--- src/rtl/pdp8_pkg.sv ---
// pdp8_pkg: shared types and constants for the PDP-8 fetch/decode stage.
//   - decoder FSM state encoding (decode_state_e)
//   - memory-reference and operate-group flag structures
//   - major opcodes, exact-match operate microinstruction words
//   - auto-index window and small helper functions
package pdp8_pkg;

    // Decoder FSM state encoding
    typedef logic [3:0] decode_state_e;
    localparam decode_state_e S_IDLE       = 4'd0;
    localparam decode_state_e S_FETCH      = 4'd1;
    localparam decode_state_e S_FETCH_WAIT = 4'd2;
    localparam decode_state_e S_DECODE     = 4'd3;
    localparam decode_state_e S_IND_REQ    = 4'd4;
    localparam decode_state_e S_IND_WAIT   = 4'd5;
    localparam decode_state_e S_AUTO_WR    = 4'd6;
    localparam decode_state_e S_ISSUE      = 4'd7;
    localparam decode_state_e S_RETIRE     = 4'd8;
    localparam decode_state_e S_HALT       = 4'd9;

    // Major opcodes (IR[11:9])
    localparam logic [2:0] OP_AND = 3'o0;
    localparam logic [2:0] OP_TAD = 3'o1;
    localparam logic [2:0] OP_ISZ = 3'o2;
    localparam logic [2:0] OP_DCA = 3'o3;
    localparam logic [2:0] OP_JMS = 3'o4;
    localparam logic [2:0] OP_JMP = 3'o5;
    localparam logic [2:0] OP_IOT = 3'o6;
    localparam logic [2:0] OP_OPR = 3'o7;

    // Group-1 operate words
    localparam logic [11:0] OP7_NOP     = 12'o7000;
    localparam logic [11:0] OP7_IAC     = 12'o7001;
    localparam logic [11:0] OP7_RAL     = 12'o7004;
    localparam logic [11:0] OP7_RTL     = 12'o7006;
    localparam logic [11:0] OP7_RAR     = 12'o7010;
    localparam logic [11:0] OP7_RTR     = 12'o7012;
    localparam logic [11:0] OP7_CML     = 12'o7020;
    localparam logic [11:0] OP7_CMA     = 12'o7040;
    localparam logic [11:0] OP7_CIA     = 12'o7041;
    localparam logic [11:0] OP7_CLL     = 12'o7100;
    localparam logic [11:0] OP7_CLA1    = 12'o7200;
    localparam logic [11:0] OP7_CLA_CLL = 12'o7300;
    // Group-2 operate words
    localparam logic [11:0] OP7_HLT     = 12'o7402;
    localparam logic [11:0] OP7_OSR     = 12'o7404;
    localparam logic [11:0] OP7_SKP     = 12'o7410;
    localparam logic [11:0] OP7_SNL     = 12'o7420;
    localparam logic [11:0] OP7_SZL     = 12'o7430;
    localparam logic [11:0] OP7_SZA     = 12'o7440;
    localparam logic [11:0] OP7_SNA     = 12'o7450;
    localparam logic [11:0] OP7_SMA     = 12'o7500;
    localparam logic [11:0] OP7_SPA     = 12'o7510;
    localparam logic [11:0] OP7_CLA2    = 12'o7600;

    // Auto-index pointer window
    localparam logic [11:0] AUTO_LO = 12'o0010;
    localparam logic [11:0] AUTO_HI = 12'o0017;

    typedef struct packed {
        logic        AND;
        logic        TAD;
        logic        ISZ;
        logic        DCA;
        logic        JMS;
        logic        JMP;
        logic [11:0] mem_inst_addr;
    } pdp_mem_opcode_s;

    typedef struct packed {
        logic NOP;
        logic IAC;
        logic RAL;
        logic RTL;
        logic RAR;
        logic RTR;
        logic CML;
        logic CMA;
        logic CIA;
        logic CLL;
        logic CLA1;
        logic CLA_CLL;
        logic HLT;
        logic OSR;
        logic SKP;
        logic SNL;
        logic SZL;
        logic SZA;
        logic SNA;
        logic SMA;
        logic SPA;
        logic CLA2;
    } pdp_op7_opcode_s;

    function automatic logic is_auto_index(input logic [11:0] addr);
        return (addr >= AUTO_LO) && (addr <= AUTO_HI);
    endfunction

    // 12-bit wrap-around increment (7777 -> 0000)
    function automatic logic [11:0] inc12(input logic [11:0] value);
        return value + 12'd1;
    endfunction

endpackage

--- src/rtl/instr_decode_if.sv ---
// instr_decode_if: memory port of the fetch/decode stage.
//   master (decoder): drives read/write requests, addresses and write data.
//   slave  (memory) : returns read data one cycle after a read request.
interface instr_decode_if #(
    parameter int ADDR_WIDTH = 12,
    parameter int DATA_WIDTH = 12
) ();
    logic                  ifu_rd_req;
    logic [ADDR_WIDTH-1:0] ifu_rd_addr;
    logic [DATA_WIDTH-1:0] ifu_rd_data;
    logic                  ifu_wr_req;
    logic [ADDR_WIDTH-1:0] ifu_wr_addr;
    logic [DATA_WIDTH-1:0] ifu_wr_data;

    modport master (
        output ifu_rd_req, ifu_rd_addr, ifu_wr_req, ifu_wr_addr, ifu_wr_data,
        input  ifu_rd_data
    );

    modport slave (
        input  ifu_rd_req, ifu_rd_addr, ifu_wr_req, ifu_wr_addr, ifu_wr_data,
        output ifu_rd_data
    );
endinterface

--- src/rtl/pdp8_word_decode.sv ---
// pdp8_word_decode: purely combinational classification of an instruction word.
//   ir      : 12-bit instruction register
//   mem_op  : memory-reference flag (address field left zero, filled by caller)
//   op7_op  : operate microinstruction flag, exact-match decode
//   illegal : word is IOT or an unsupported operate combination (decoded as NOP)
import pdp8_pkg::*;

module pdp8_word_decode (
    input  logic [11:0]     ir,
    output pdp_mem_opcode_s mem_op,
    output pdp_op7_opcode_s op7_op,
    output logic            illegal
);

    // Opcode and microinstruction classification
    always_comb begin
        mem_op  = '0;
        op7_op  = '0;
        illegal = 1'b0;
        case (ir[11:9])
            OP_AND: mem_op.AND = 1'b1;
            OP_TAD: mem_op.TAD = 1'b1;
            OP_ISZ: mem_op.ISZ = 1'b1;
            OP_DCA: mem_op.DCA = 1'b1;
            OP_JMS: mem_op.JMS = 1'b1;
            OP_JMP: mem_op.JMP = 1'b1;
            OP_IOT: begin
                op7_op.NOP = 1'b1;
                illegal    = 1'b1;
            end
            OP_OPR: begin
                case (ir)
                    OP7_NOP:     op7_op.NOP     = 1'b1;
                    OP7_IAC:     op7_op.IAC     = 1'b1;
                    OP7_RAL:     op7_op.RAL     = 1'b1;
                    OP7_RTL:     op7_op.RTL     = 1'b1;
                    OP7_RAR:     op7_op.RAR     = 1'b1;
                    OP7_RTR:     op7_op.RTR     = 1'b1;
                    OP7_CML:     op7_op.CML     = 1'b1;
                    OP7_CMA:     op7_op.CMA     = 1'b1;
                    OP7_CIA:     op7_op.CIA     = 1'b1;
                    OP7_CLL:     op7_op.CLL     = 1'b1;
                    OP7_CLA1:    op7_op.CLA1    = 1'b1;
                    OP7_CLA_CLL: op7_op.CLA_CLL = 1'b1;
                    OP7_HLT:     op7_op.HLT     = 1'b1;
                    OP7_OSR:     op7_op.OSR     = 1'b1;
                    OP7_SKP:     op7_op.SKP     = 1'b1;
                    OP7_SNL:     op7_op.SNL     = 1'b1;
                    OP7_SZL:     op7_op.SZL     = 1'b1;
                    OP7_SZA:     op7_op.SZA     = 1'b1;
                    OP7_SNA:     op7_op.SNA     = 1'b1;
                    OP7_SMA:     op7_op.SMA     = 1'b1;
                    OP7_SPA:     op7_op.SPA     = 1'b1;
                    OP7_CLA2:    op7_op.CLA2    = 1'b1;
                    default: begin
                        op7_op.NOP = 1'b1;
                        illegal    = 1'b1;
                    end
                endcase
            end
            default: begin
                mem_op  = '0;
                op7_op  = '0;
                illegal = 1'b0;
            end
        endcase
    end

endmodule

--- src/rtl/instr_decode.sv ---
// instr_decode: PDP-8 instruction fetch/decode stage.
//   clk, reset (async, active high)
//   stall / PC_value : retire handshake from the execute unit
//   base_addr        : constant START_ADDR
//   pdp_mem_opcode   : memory-reference flag + effective address
//   pdp_op7_opcode   : operate microinstruction flag
//   ifu              : memory port (read/write request, address, data)
//   illegal_instr    : one-cycle pulse when an unsupported word is issued
//   halted           : sticky, set once HLT retires
import pdp8_pkg::*;

module instr_decode #(
    parameter int                    ADDR_WIDTH = 12,
    parameter int                    DATA_WIDTH = 12,
    parameter logic [ADDR_WIDTH-1:0] START_ADDR = 12'o0200
) (
    input  logic                  clk,
    input  logic                  reset,
    input  logic                  stall,
    input  logic [ADDR_WIDTH-1:0] PC_value,
    output logic [ADDR_WIDTH-1:0] base_addr,
    output pdp_mem_opcode_s       pdp_mem_opcode,
    output pdp_op7_opcode_s       pdp_op7_opcode,
    instr_decode_if.master        ifu,
    output logic                  illegal_instr,
    output logic                  halted
);

    decode_state_e         state_r;
    logic [ADDR_WIDTH-1:0] pc_r;
    logic [DATA_WIDTH-1:0] ir_r;
    logic [ADDR_WIDTH-1:0] addr_r;
    logic [DATA_WIDTH-1:0] ptr_r;
    pdp_mem_opcode_s       mem_op_r;
    pdp_op7_opcode_s       op7_r;
    logic                  illegal_r;
    logic                  halted_r;
    logic                  rd_req_r;
    logic [ADDR_WIDTH-1:0] rd_addr_r;
    logic                  wr_req_r;
    logic [ADDR_WIDTH-1:0] wr_addr_r;
    logic [DATA_WIDTH-1:0] wr_data_r;

    pdp_mem_opcode_s       dec_mem_s;
    pdp_op7_opcode_s       dec_op7_s;
    logic                  dec_illegal_s;
    logic                  is_mem_s;
    logic                  indirect_s;
    logic [ADDR_WIDTH-1:0] direct_addr_s;
    logic [ADDR_WIDTH-1:0] ea_s;
    pdp_mem_opcode_s       mem_issue_s;

    pdp8_word_decode u_word_decode (
        .ir      (ir_r),
        .mem_op  (dec_mem_s),
        .op7_op  (dec_op7_s),
        .illegal (dec_illegal_s)
    );

    // Operand address: page zero, or the page of the instruction itself
    always_comb begin
        is_mem_s   = (ir_r[11:9] != OP_IOT) && (ir_r[11:9] != OP_OPR);
        indirect_s = ir_r[8];
        if (ir_r[7]) begin
            direct_addr_s = {pc_r[11:7], ir_r[6:0]};
        end else begin
            direct_addr_s = {5'b00000, ir_r[6:0]};
        end
    end

    // Effective address depends on which path reaches ISSUE
    always_comb begin
        case (state_r)
            S_DECODE:   ea_s = direct_addr_s;
            S_IND_WAIT: ea_s = ifu.ifu_rd_data;
            S_AUTO_WR:  ea_s = ptr_r;
            default:    ea_s = '0;
        endcase
        mem_issue_s               = dec_mem_s;
        mem_issue_s.mem_inst_addr = ea_s;
    end

    // Fetch/decode FSM with registered outputs
    always_ff @(posedge clk or posedge reset) begin
        if (reset) begin
            state_r   <= S_IDLE;
            pc_r      <= START_ADDR;
            ir_r      <= '0;
            addr_r    <= '0;
            ptr_r     <= '0;
            mem_op_r  <= '0;
            op7_r     <= '0;
            illegal_r <= 1'b0;
            halted_r  <= 1'b0;
            rd_req_r  <= 1'b0;
            rd_addr_r <= '0;
            wr_req_r  <= 1'b0;
            wr_addr_r <= '0;
            wr_data_r <= '0;
        end else begin
            // illegal_instr is a pulse; only the DECODE->ISSUE edge raises it
            illegal_r <= 1'b0;
            case (state_r)
                S_IDLE: begin
                    rd_req_r  <= 1'b1;
                    rd_addr_r <= pc_r;
                    state_r   <= S_FETCH;
                end
                S_FETCH: begin
                    rd_req_r <= 1'b0;
                    state_r  <= S_FETCH_WAIT;
                end
                S_FETCH_WAIT: begin
                    ir_r    <= ifu.ifu_rd_data;
                    state_r <= S_DECODE;
                end
                S_DECODE: begin
                    if (is_mem_s && indirect_s) begin
                        addr_r    <= direct_addr_s;
                        rd_req_r  <= 1'b1;
                        rd_addr_r <= direct_addr_s;
                        state_r   <= S_IND_REQ;
                    end else if (is_mem_s) begin
                        mem_op_r <= mem_issue_s;
                        state_r  <= S_ISSUE;
                    end else begin
                        op7_r     <= dec_op7_s;
                        illegal_r <= dec_illegal_s;
                        state_r   <= S_ISSUE;
                    end
                end
                S_IND_REQ: begin
                    rd_req_r <= 1'b0;
                    state_r  <= S_IND_WAIT;
                end
                S_IND_WAIT: begin
                    if (is_auto_index(addr_r)) begin
                        ptr_r     <= inc12(ifu.ifu_rd_data);
                        wr_req_r  <= 1'b1;
                        wr_addr_r <= addr_r;
                        wr_data_r <= inc12(ifu.ifu_rd_data);
                        state_r   <= S_AUTO_WR;
                    end else begin
                        mem_op_r <= mem_issue_s;
                        state_r  <= S_ISSUE;
                    end
                end
                S_AUTO_WR: begin
                    wr_req_r <= 1'b0;
                    mem_op_r <= mem_issue_s;
                    state_r  <= S_ISSUE;
                end
                S_ISSUE: begin
                    if (stall) begin
                        state_r <= S_RETIRE;
                    end else begin
                        state_r <= S_ISSUE;
                    end
                end
                S_RETIRE: begin
                    if (!stall) begin
                        mem_op_r <= '0;
                        op7_r    <= '0;
                        pc_r     <= PC_value;
                        if (op7_r.HLT) begin
                            halted_r <= 1'b1;
                            state_r  <= S_HALT;
                        end else begin
                            rd_req_r  <= 1'b1;
                            rd_addr_r <= PC_value;
                            state_r   <= S_FETCH;
                        end
                    end else begin
                        state_r <= S_RETIRE;
                    end
                end
                S_HALT: begin
                    state_r <= S_HALT;
                end
                default: begin
                    state_r  <= S_IDLE;
                    rd_req_r <= 1'b0;
                    wr_req_r <= 1'b0;
                end
            endcase
        end
    end

    assign base_addr       = START_ADDR;
    assign pdp_mem_opcode  = mem_op_r;
    assign pdp_op7_opcode  = op7_r;
    assign illegal_instr   = illegal_r;
    assign halted          = halted_r;
    assign ifu.ifu_rd_req  = rd_req_r;
    assign ifu.ifu_rd_addr = rd_addr_r;
    assign ifu.ifu_wr_req  = wr_req_r;
    assign ifu.ifu_wr_addr = wr_addr_r;
    assign ifu.ifu_wr_data = wr_data_r;

endmodule
--- src/flat_wrapper.sv ---
// flat-port wrapper written by rule: the top's interface ports become plain ports
module instr_decode_flat 
#(
    parameter int                    ADDR_WIDTH = 12,
    parameter int                    DATA_WIDTH = 12,
    parameter logic [ADDR_WIDTH-1:0] START_ADDR = 12'o0200
)
  (clk, reset, stall, PC_value, base_addr, pdp_mem_opcode, pdp_op7_opcode, illegal_instr, halted, ifu_ifu_rd_req, ifu_ifu_rd_addr, ifu_ifu_wr_req, ifu_ifu_wr_addr, ifu_ifu_wr_data, ifu_ifu_rd_data);
  instr_decode_if #(.ADDR_WIDTH(ADDR_WIDTH), .DATA_WIDTH(DATA_WIDTH)) ifu_i ();
  input  logic clk;
  input  logic reset;
  input  logic stall;
  input  logic [ADDR_WIDTH-1:0] PC_value;
  output logic [ADDR_WIDTH-1:0] base_addr;
  output pdp_mem_opcode_s pdp_mem_opcode;
  output pdp_op7_opcode_s pdp_op7_opcode;
  output logic illegal_instr;
  output logic halted;
  output wire logic [$bits(ifu_i.ifu_rd_req)-1:0] ifu_ifu_rd_req;
  output wire logic [$bits(ifu_i.ifu_rd_addr)-1:0] ifu_ifu_rd_addr;
  output wire logic [$bits(ifu_i.ifu_wr_req)-1:0] ifu_ifu_wr_req;
  output wire logic [$bits(ifu_i.ifu_wr_addr)-1:0] ifu_ifu_wr_addr;
  output wire logic [$bits(ifu_i.ifu_wr_data)-1:0] ifu_ifu_wr_data;
  input wire logic [$bits(ifu_i.ifu_rd_data)-1:0] ifu_ifu_rd_data;
  assign ifu_ifu_rd_req = ifu_i.ifu_rd_req;
  assign ifu_ifu_rd_addr = ifu_i.ifu_rd_addr;
  assign ifu_ifu_wr_req = ifu_i.ifu_wr_req;
  assign ifu_ifu_wr_addr = ifu_i.ifu_wr_addr;
  assign ifu_ifu_wr_data = ifu_i.ifu_wr_data;
  assign ifu_i.ifu_rd_data = ifu_ifu_rd_data;
  instr_decode #(.ADDR_WIDTH(ADDR_WIDTH), .DATA_WIDTH(DATA_WIDTH), .START_ADDR(START_ADDR)) u_core (.clk(clk), .reset(reset), .stall(stall), .PC_value(PC_value), .base_addr(base_addr), .pdp_mem_opcode(pdp_mem_opcode), .pdp_op7_opcode(pdp_op7_opcode), .ifu(ifu_i), .illegal_instr(illegal_instr), .halted(halted));
endmodule
--- config.mk ---
export PLATFORM = sky130hd
export DESIGN_NAME = instr_decode_flat
export DESIGN_NICKNAME = d
export VERILOG_FILES = /design/src/rtl/pdp8_pkg.sv /design/src/rtl/instr_decode_if.sv /design/src/rtl/pdp8_word_decode.sv /design/src/rtl/instr_decode.sv /design/src/flat_wrapper.sv
export SDC_FILE = /design/constraint.sdc
export NUM_CORES = 1
export LEC_CHECK = 0
export CORE_UTILIZATION = 34
export DETAILED_ROUTE_END_ITERATION = 12
export PLACE_DENSITY_LB_ADDON = 0.12
export SYNTH_ARGS = -nofsm -noshare
export SYNTH_HDL_FRONTEND = slang
export SYNTH_SLANG_ARGS = --single-unit
--- constraint.sdc ---
create_clock -name clk -period 5 [get_ports clk]
set_input_delay 1 -clock clk [delete_from_list [all_inputs] [get_ports clk]]
set_output_delay 1 -clock clk [all_outputs]
set_load 0.02 [all_outputs]
### Word level (Yosys, flattened, before mapping)

Index checks and enable logic that the tools add are counted.

| cells by class | value |
|---|---|
| eq/ne operators | 48 |
| add/sub/neg operators | 1 |
| bitwise operators | 3 |
| multiplexer cells | 62 |
| magnitude comparators | 2 |
| reduce and logical (&&, ||, !) cells | 21 |

Operators with widths:

| kind | count |
|---|---|
| 12-bit equality test, second input constant | 22 |
| 18-bit two-way mux | 4 |
| 18-bit one-hot mux with 4 select lines | 1 |
| 22-bit two-way mux | 3 |
| 12-bit two-way mux | 4 |
| 22-bit one-hot mux with 2 select lines | 1 |
| 4-bit one-hot mux with 10 select lines | 1 |
| 1-bit two-way mux | 37 |
| 12-bit one-hot mux with 3 select lines | 1 |
| 12-bit one-hot mux with 2 select lines | 1 |
| 22-bit OR reduction | 1 |
| 21-bit two-way mux | 1 |
| 21-bit OR reduction | 1 |
| 4-bit by 3-bit equality test with 1-bit output, second input constant | 4 |
| 12-bit by 1-bit adder with 12-bit output, second input constant | 1 |
| 3-bit equality test, second input constant | 4 |
| 12-bit by 4-bit greater-or-equal comparator with 1-bit output, second input constant | 1 |
| 12-bit by 4-bit less-or-equal comparator with 1-bit output, second input constant | 1 |
| 4-bit two-way mux | 3 |
| 4-bit AND reduction | 3 |
| 2-bit != test, second input constant | 5 |
| 4-bit by 2-bit equality test with 1-bit output, second input constant | 2 |
| 4-bit equality test, second input constant | 2 |
| 2-bit AND reduction | 4 |
| 19 further kinds | 29 |

| word-level totals | value |
|---|---|
| word-level logic and storage cells | 177 |
| input port bits | 27 |
| flip-flop bits (word level) | 120 |

### Longest topological paths before layout

| depth | value |
|---|---|
| depth after elaboration | 7 |
| gate-level depth with buffers | 8 |

### Modules after synthesis

Synthesis repeated with hierarchy kept, for this count alone.

| unflattened totals | value |
|---|---|
| cells, all modules | 654 |
| area total of the unflattened synthesis | 6308.6 sq um |

By module, submodules not included:

| module | area each (sq um) | cells each | times used | sequential area each (sq um) |
|---|---|---|---|---|
| instr_decode | 5561.6 | 535 | 1 | 3004.1 |
| pdp8_word_decode | 747.0 | 119 | 1 | 0.0 |

### Worst setup path before layout

Ideal clock, no wire load.

| path | value |
|---|---|
| path type | reg-to-reg |
| start point | register u_core.addr_r[5] |
| end point | register u_core.mem_op_r (netlist bit u_core.pdp_mem_opcode[10]) |
| arrival time | 1.931 ns |
| library setup time | 0.125 ns |
| setup slack | 2.944 ns |
| stages on the path, launching flop included | 7 |
| cell sequence | dfrtp_1 > or4_4 > nor4_4 > nand2_2 > o221ai_4 > buf_8 > mux2_4 |

| between the ends | value |
|---|---|
| cells in the longest elaborated chain, start to end | 4 |

RTL lines:

| element | line | text |
|---|---|---|
| start: declaration | instr_decode.sv:32 | `logic [ADDR_WIDTH-1:0] addr_r;` |
| start signal: assignment | instr_decode.sv:119 | `addr_r <= direct_addr_s;` |
| 12-bit by 4-bit greater-or-equal comparator with 1-bit output or 12-bit by 4-bit less-or-equal comparator with 1-bit output (tied branches) | pdp8_pkg.sv:96 | `return (addr >= AUTO_LO) && (addr <= AUTO_HI);` |
| 1-bit logical AND (*) | pdp8_pkg.sv:96 |  |
| 2-bit != test (no line) (*) | - |  |
| 5-bit AND reduction (no line) (*) | - |  |
| end signal: assignment | instr_decode.sv:124 | `mem_op_r <= mem_issue_s;` |
| end signal: assignment | instr_decode.sv:144 | `mem_op_r <= mem_issue_s;` |
| end signal: assignment | instr_decode.sv:150 | `mem_op_r <= mem_issue_s;` |
| end: declaration | instr_decode.sv:34 | `pdp_mem_opcode_s mem_op_r;` |

Mark *: on every way between the ends. The rest lies on a longest branch, timed or not.
A chain may end at the register's enable or synchronous reset.

### Final worst setup path

| path | value |
|---|---|
| start point | register u_core.state_r[2] |
| end point | register u_core.mem_op_r (netlist bit u_core.pdp_mem_opcode[3]) |

| between the ends | value |
|---|---|
| cells in the longest elaborated chain, start to end | 5 |

RTL lines:

| element | line | text |
|---|---|---|
| start: declaration | instr_decode.sv:29 | `decode_state_e state_r;` |
| start signal: assignment | instr_decode.sv:86 | `state_r <= S_IDLE;` |
| start signal: assignment | instr_decode.sv:107 | `state_r <= S_FETCH;` |
| start signal: assignment | instr_decode.sv:111 | `state_r <= S_FETCH_WAIT;` |
| 4-bit by 3-bit equality test with 1-bit output | instr_decode.sv:73, instr_decode.sv:103 |  |
| 12-bit one-hot mux with 2 select lines | instr_decode.sv:73 | `case (state_r)` |
| 18-bit two-way mux | instr_decode.sv:123 | `end else if (is_mem_s) begin` |
| 18-bit two-way mux | instr_decode.sv:118 | `if (is_mem_s && indirect_s) begin` |
| 18-bit one-hot mux with 4 select lines | instr_decode.sv:103 | `case (state_r)` |

Parallel ways exist; a longest one is shown, timed or not. The select of a mux whose other input is x is not followed.

==> run_results.csv <==
group,metric,value,unit
synthesis,ys_seq_elements,120,
synthesis,syn_area,5790,um^2
setup_path,crit_path_start_kind,"flip-flop",
timing,finalSetupViolCount,0,
global_routing,grt_pass1_wl,24200,um
timing,hold_slack,0.470,ns
synthesis,yosys_warnings,0,
timing,slew_headroom,31.2,%
global_routing,grt_overflow_total,0,
placement,hpwl,10400,um
synthesis,yosysUniqueCellTypes,65,
timing,finalMaxSlewViolations,0,
timing,skew,0.0140,ns
clock_tree,cts_max_path_buffers,2,
layout,multiInputGateArea,2530,um^2
routing,vias_per_cell,5.22,
power_and_ir_drop,netSwitchingFraction,38.6,%
setup_path,cp.arrival,3.10,ns
placement,place.port_buffers,106,
layout,diodes,0,
floorplan,core_area,16600,um^2
placement,gp_congestion,0.832,
synthesis,synth_fa_ha_area_share,0.216,%
synthesis,synth.area.top_cells,"dfrtp_1 51%, mux2_2 7.6%, nand2_1 4.9%, o21ai_0 2.9%, a22oi_1 2.6%",
synthesis,yosys.area.top_type,"dfrtp_1",
routing,drtIter0Drc,328,
floorplan,die_x,132,um
clock_tree,clkSinkCount,120,
synthesis,ys_seq_area_share,51.9,%
timing,tightestPinTransition,1.03,ns
synthesis,postSynthCellCount,544,
clock_tree,insertion_delay,0.42,ns
floorplan,ioPinCount,119,
global_routing,met2_usage,28.1,%
setup_path,path_max_fanout,37,
global_routing,grtUsageTotal,17.8,%
power_and_ir_drop,seq_power_share,36.8,%
timing,hold_viol_final,0,
layout,seqCellArea,3000,um^2
synthesis,synth_compound_area_share,13.7,%
synthesis,synth_top_family_by_area,"simple AND/OR/NAND/NOR gates",
global_routing,grt_pass1_vias,4550,
power_and_ir_drop,intPower,3.01,mW
routing,drcViolationCount,0,
global_routing,grt.busiest_layer,"met2",
global_routing,use_met3,4.56,%
clock_tree,clkSlewWorstSetupHoldPaths,0.05,ns
layout,drive_gt1_share,14.8,%
power_and_ir_drop,irDropWorstVdd,0.000353,V
synthesis,yosys.area_share.simple,17.1,%
global_routing,met1_usage,23.8,%
timing,tns,0,ns
timing,timing.fmax,358,MHz
routing,via_count,4508,
routing,ant_nets,0,
worst_hold_path,min_path_type,"reg2reg",
synthesis,synth_async_sr_flop_share,100,%
routing,routedWlPerCell,17.5,um
synthesis,yosys.cell_count.top_type,"dfrtp_1",
synthesis,synth_xor_xnor_area_share,1.67,%
clock_tree,cts_resized,0,
power_and_ir_drop,power_density,655,nW/um^2
layout,area_growth,29.3,%
clock_tree,numCtsBuffers,17,
floorplan,die_h,132,um
floorplan,dieArea,17500,um^2
clock_tree,htreeDepth,4,
run,drv_cap,0,
power_and_ir_drop,pwr-share-comb,40.5,%
timing,period_needed,2.79,ns
setup_path,crit_path_end_kind,"flip-flop",
setup_path,critPathRequiredTime,5.30,ns
layout,nFillCells,1584,
synthesis,synthMuxAreaShare,10.2,%
global_routing,antenna_found_initial,0,
global_routing,grt_max_degree,72,
timing,finalCritPeriodShare,55.9,%
floorplan,num_rows,47,
timing,rsz0062_at_grt,"false",
power_and_ir_drop,p_clk_share,22.7,%
power_and_ir_drop,p_leak,3.16,nW
outcome,status,"completed",
synthesis,synth_edf_count,0,
synthesis,synthFlopType,"dfrtp_1",
synthesis,yosysTopAreaCellShare,51.5,%
clock_tree,cts_root_buf,"clkbuf_16",
synthesis,ys_top_cells_by_count,"119 x dfrtp_1, 75 x nand2_1, 39 x mux2_2",
power_and_ir_drop,switchingPower,1.89,mW
routing,first_pass_iters,5,
clock_tree,cts-hold-fix-buffers,0,
clock_tree,cts_setup_buffers,0,
clock_tree,cts_tree,"done",
setup_path,path_class,"reg2reg",
floorplan,start_util,34.9,%
layout,fin_nets,664,
routing,totalWireLength,15100,um
synthesis,synth.avg_cell_area,10.6,um^2
stage by stage:
step                      cells  total power [mW]  worst slack, ns  instance area [um^2]  util [%]
after global placement      837              3.76             1.99                  6950      41.9
after floorplan             554              3.09            0.816                  5820         -
after global routing        864              5.19             1.97                  7480      45.1
after detailed placement    837              3.81             1.92                  6950      41.9
after CTS                   864              4.94             2.19                  7480      45.1
final                       864              4.90             2.21                  7480      45.1
power by group through the flow:
stage | Combinational (mW) | Clock [mW] | Sequential, mW
floorplan | 1.35 | 0 | 1.74
global placement | 1.95 | 0 | 1.81
detailed placement | 1.99 | 0 | 1.82
CTS | 2.00 | 1.14 | 1.80
global route | 2.16 | 1.18 | 1.86
finish | 1.98 | 1.11 | 1.80
final cells by class:
cell class | instances | area share [%]
multi-input cells | 376 | 33.8
repair buffers | 112 | 14.8
flip-flops and latches | 120 | 40.2
clock inverters | 4 | 0.636
clock buffers | 23 | 6.39
inverters | 9 | 0.485
well taps | 220 | 3.68
kinds of logic (layout without fill, tap and decap cells):
family	after synthesis	count (layout)
and+or+nand+nor	186	186
DFF	120	120
AOI/OAI and AO/OA	117	117
buffers and inverters	58	148
muxes	49	49
xor gates and xnor gates	11	11
other	2	12
adders and majority gates	1	1
final timing paths:
| kind | depth (start not counted) | slack [ns] | start | endpoint |
|---|---|---|---|---|
| worst max-delay path | 5 | 2.21 | u_core.state_r[2]$_DFF_PP0_ | u_core.pdp_mem_opcode[3]$_DFFE_PP0P_ |
| worst min-delay path | 1 | 0.47 | u_core.ifu.ifu_wr_addr[3]$_DFFE_PP0N_ | u_core.ifu.ifu_wr_addr[3]$_DFFE_PP0N_ |
| worst max register to register | 5 | 2.21 | u_core.state_r[2]$_DFF_PP0_ | u_core.pdp_mem_opcode[3]$_DFFE_PP0P_ |
| worst min register to register | 1 | 0.47 | u_core.ifu.ifu_wr_addr[3]$_DFFE_PP0N_ | u_core.ifu.ifu_wr_addr[3]$_DFFE_PP0N_ |
| max in group asynchronous | 3 | 2.97 | reset | u_core.state_r[0]$_DFF_PP0_ |
| min in group asynchronous | 2 | 1.12 | reset | u_core.pdp_op7_opcode[17]$_DFFE_PP0P_ |
cells in the final DEF, fill, tap and decap left out, types with 7 or more instances in the layout:
cell type / instances
and2_1: 8
mux2_4: 10
o21ai_0: 34
xor2_1: 8
a22o_1: 7
a31oi_1: 9
nand3_1: 8
dfrtp_1: 119
nand2_1: 75
inv_1: 8
conb_1: 12
a21oi_1: 19
nor2_1: 37
clkbuf_16: 17
a22oi_1: 20
mux2_2: 39
clkdlybuf4s50_1: 106
sequential cells by signal, indices dropped and copies added, names as in the netlist:
| signal | flops |
|---|---|
| u_core.ptr_r | 12 |
| u_core.illegal_instr | 1 |
| u_core.ifu.ifu_rd_req | 1 |
| u_core.pc_r | 12 |
| u_core.ifu.ifu_rd_addr | 12 |
| u_core.state_r | 4 |
| u_core.pdp_mem_opcode | 18 |
| u_core.pdp_op7_opcode | 22 |
| u_core.ifu.ifu_wr_addr | 12 |
| u_core.addr_r | 12 |
| u_core.ir_r | 12 |
| u_core.halted | 1 |
| u_core.ifu.ifu_wr_req | 1 |
routing by layer:
layer,wire length [um],vias to the layer above,share of wire [%]
li1,-,2122,-
met1,7170,2225,47
met2,7050,142,47
met3,729,19,4.8
met4,198,0,1.3
met5,0,-,0
critical path, cell delays in order (launching register included):
cell and delay (ns):
dfrtp_1 0.70, nor4bb_2 0.37, buf_4 0.26, nand2_2 0.43
o221ai_4 0.49, mux2_2 0.42
(Power assumes the default switching activity.)
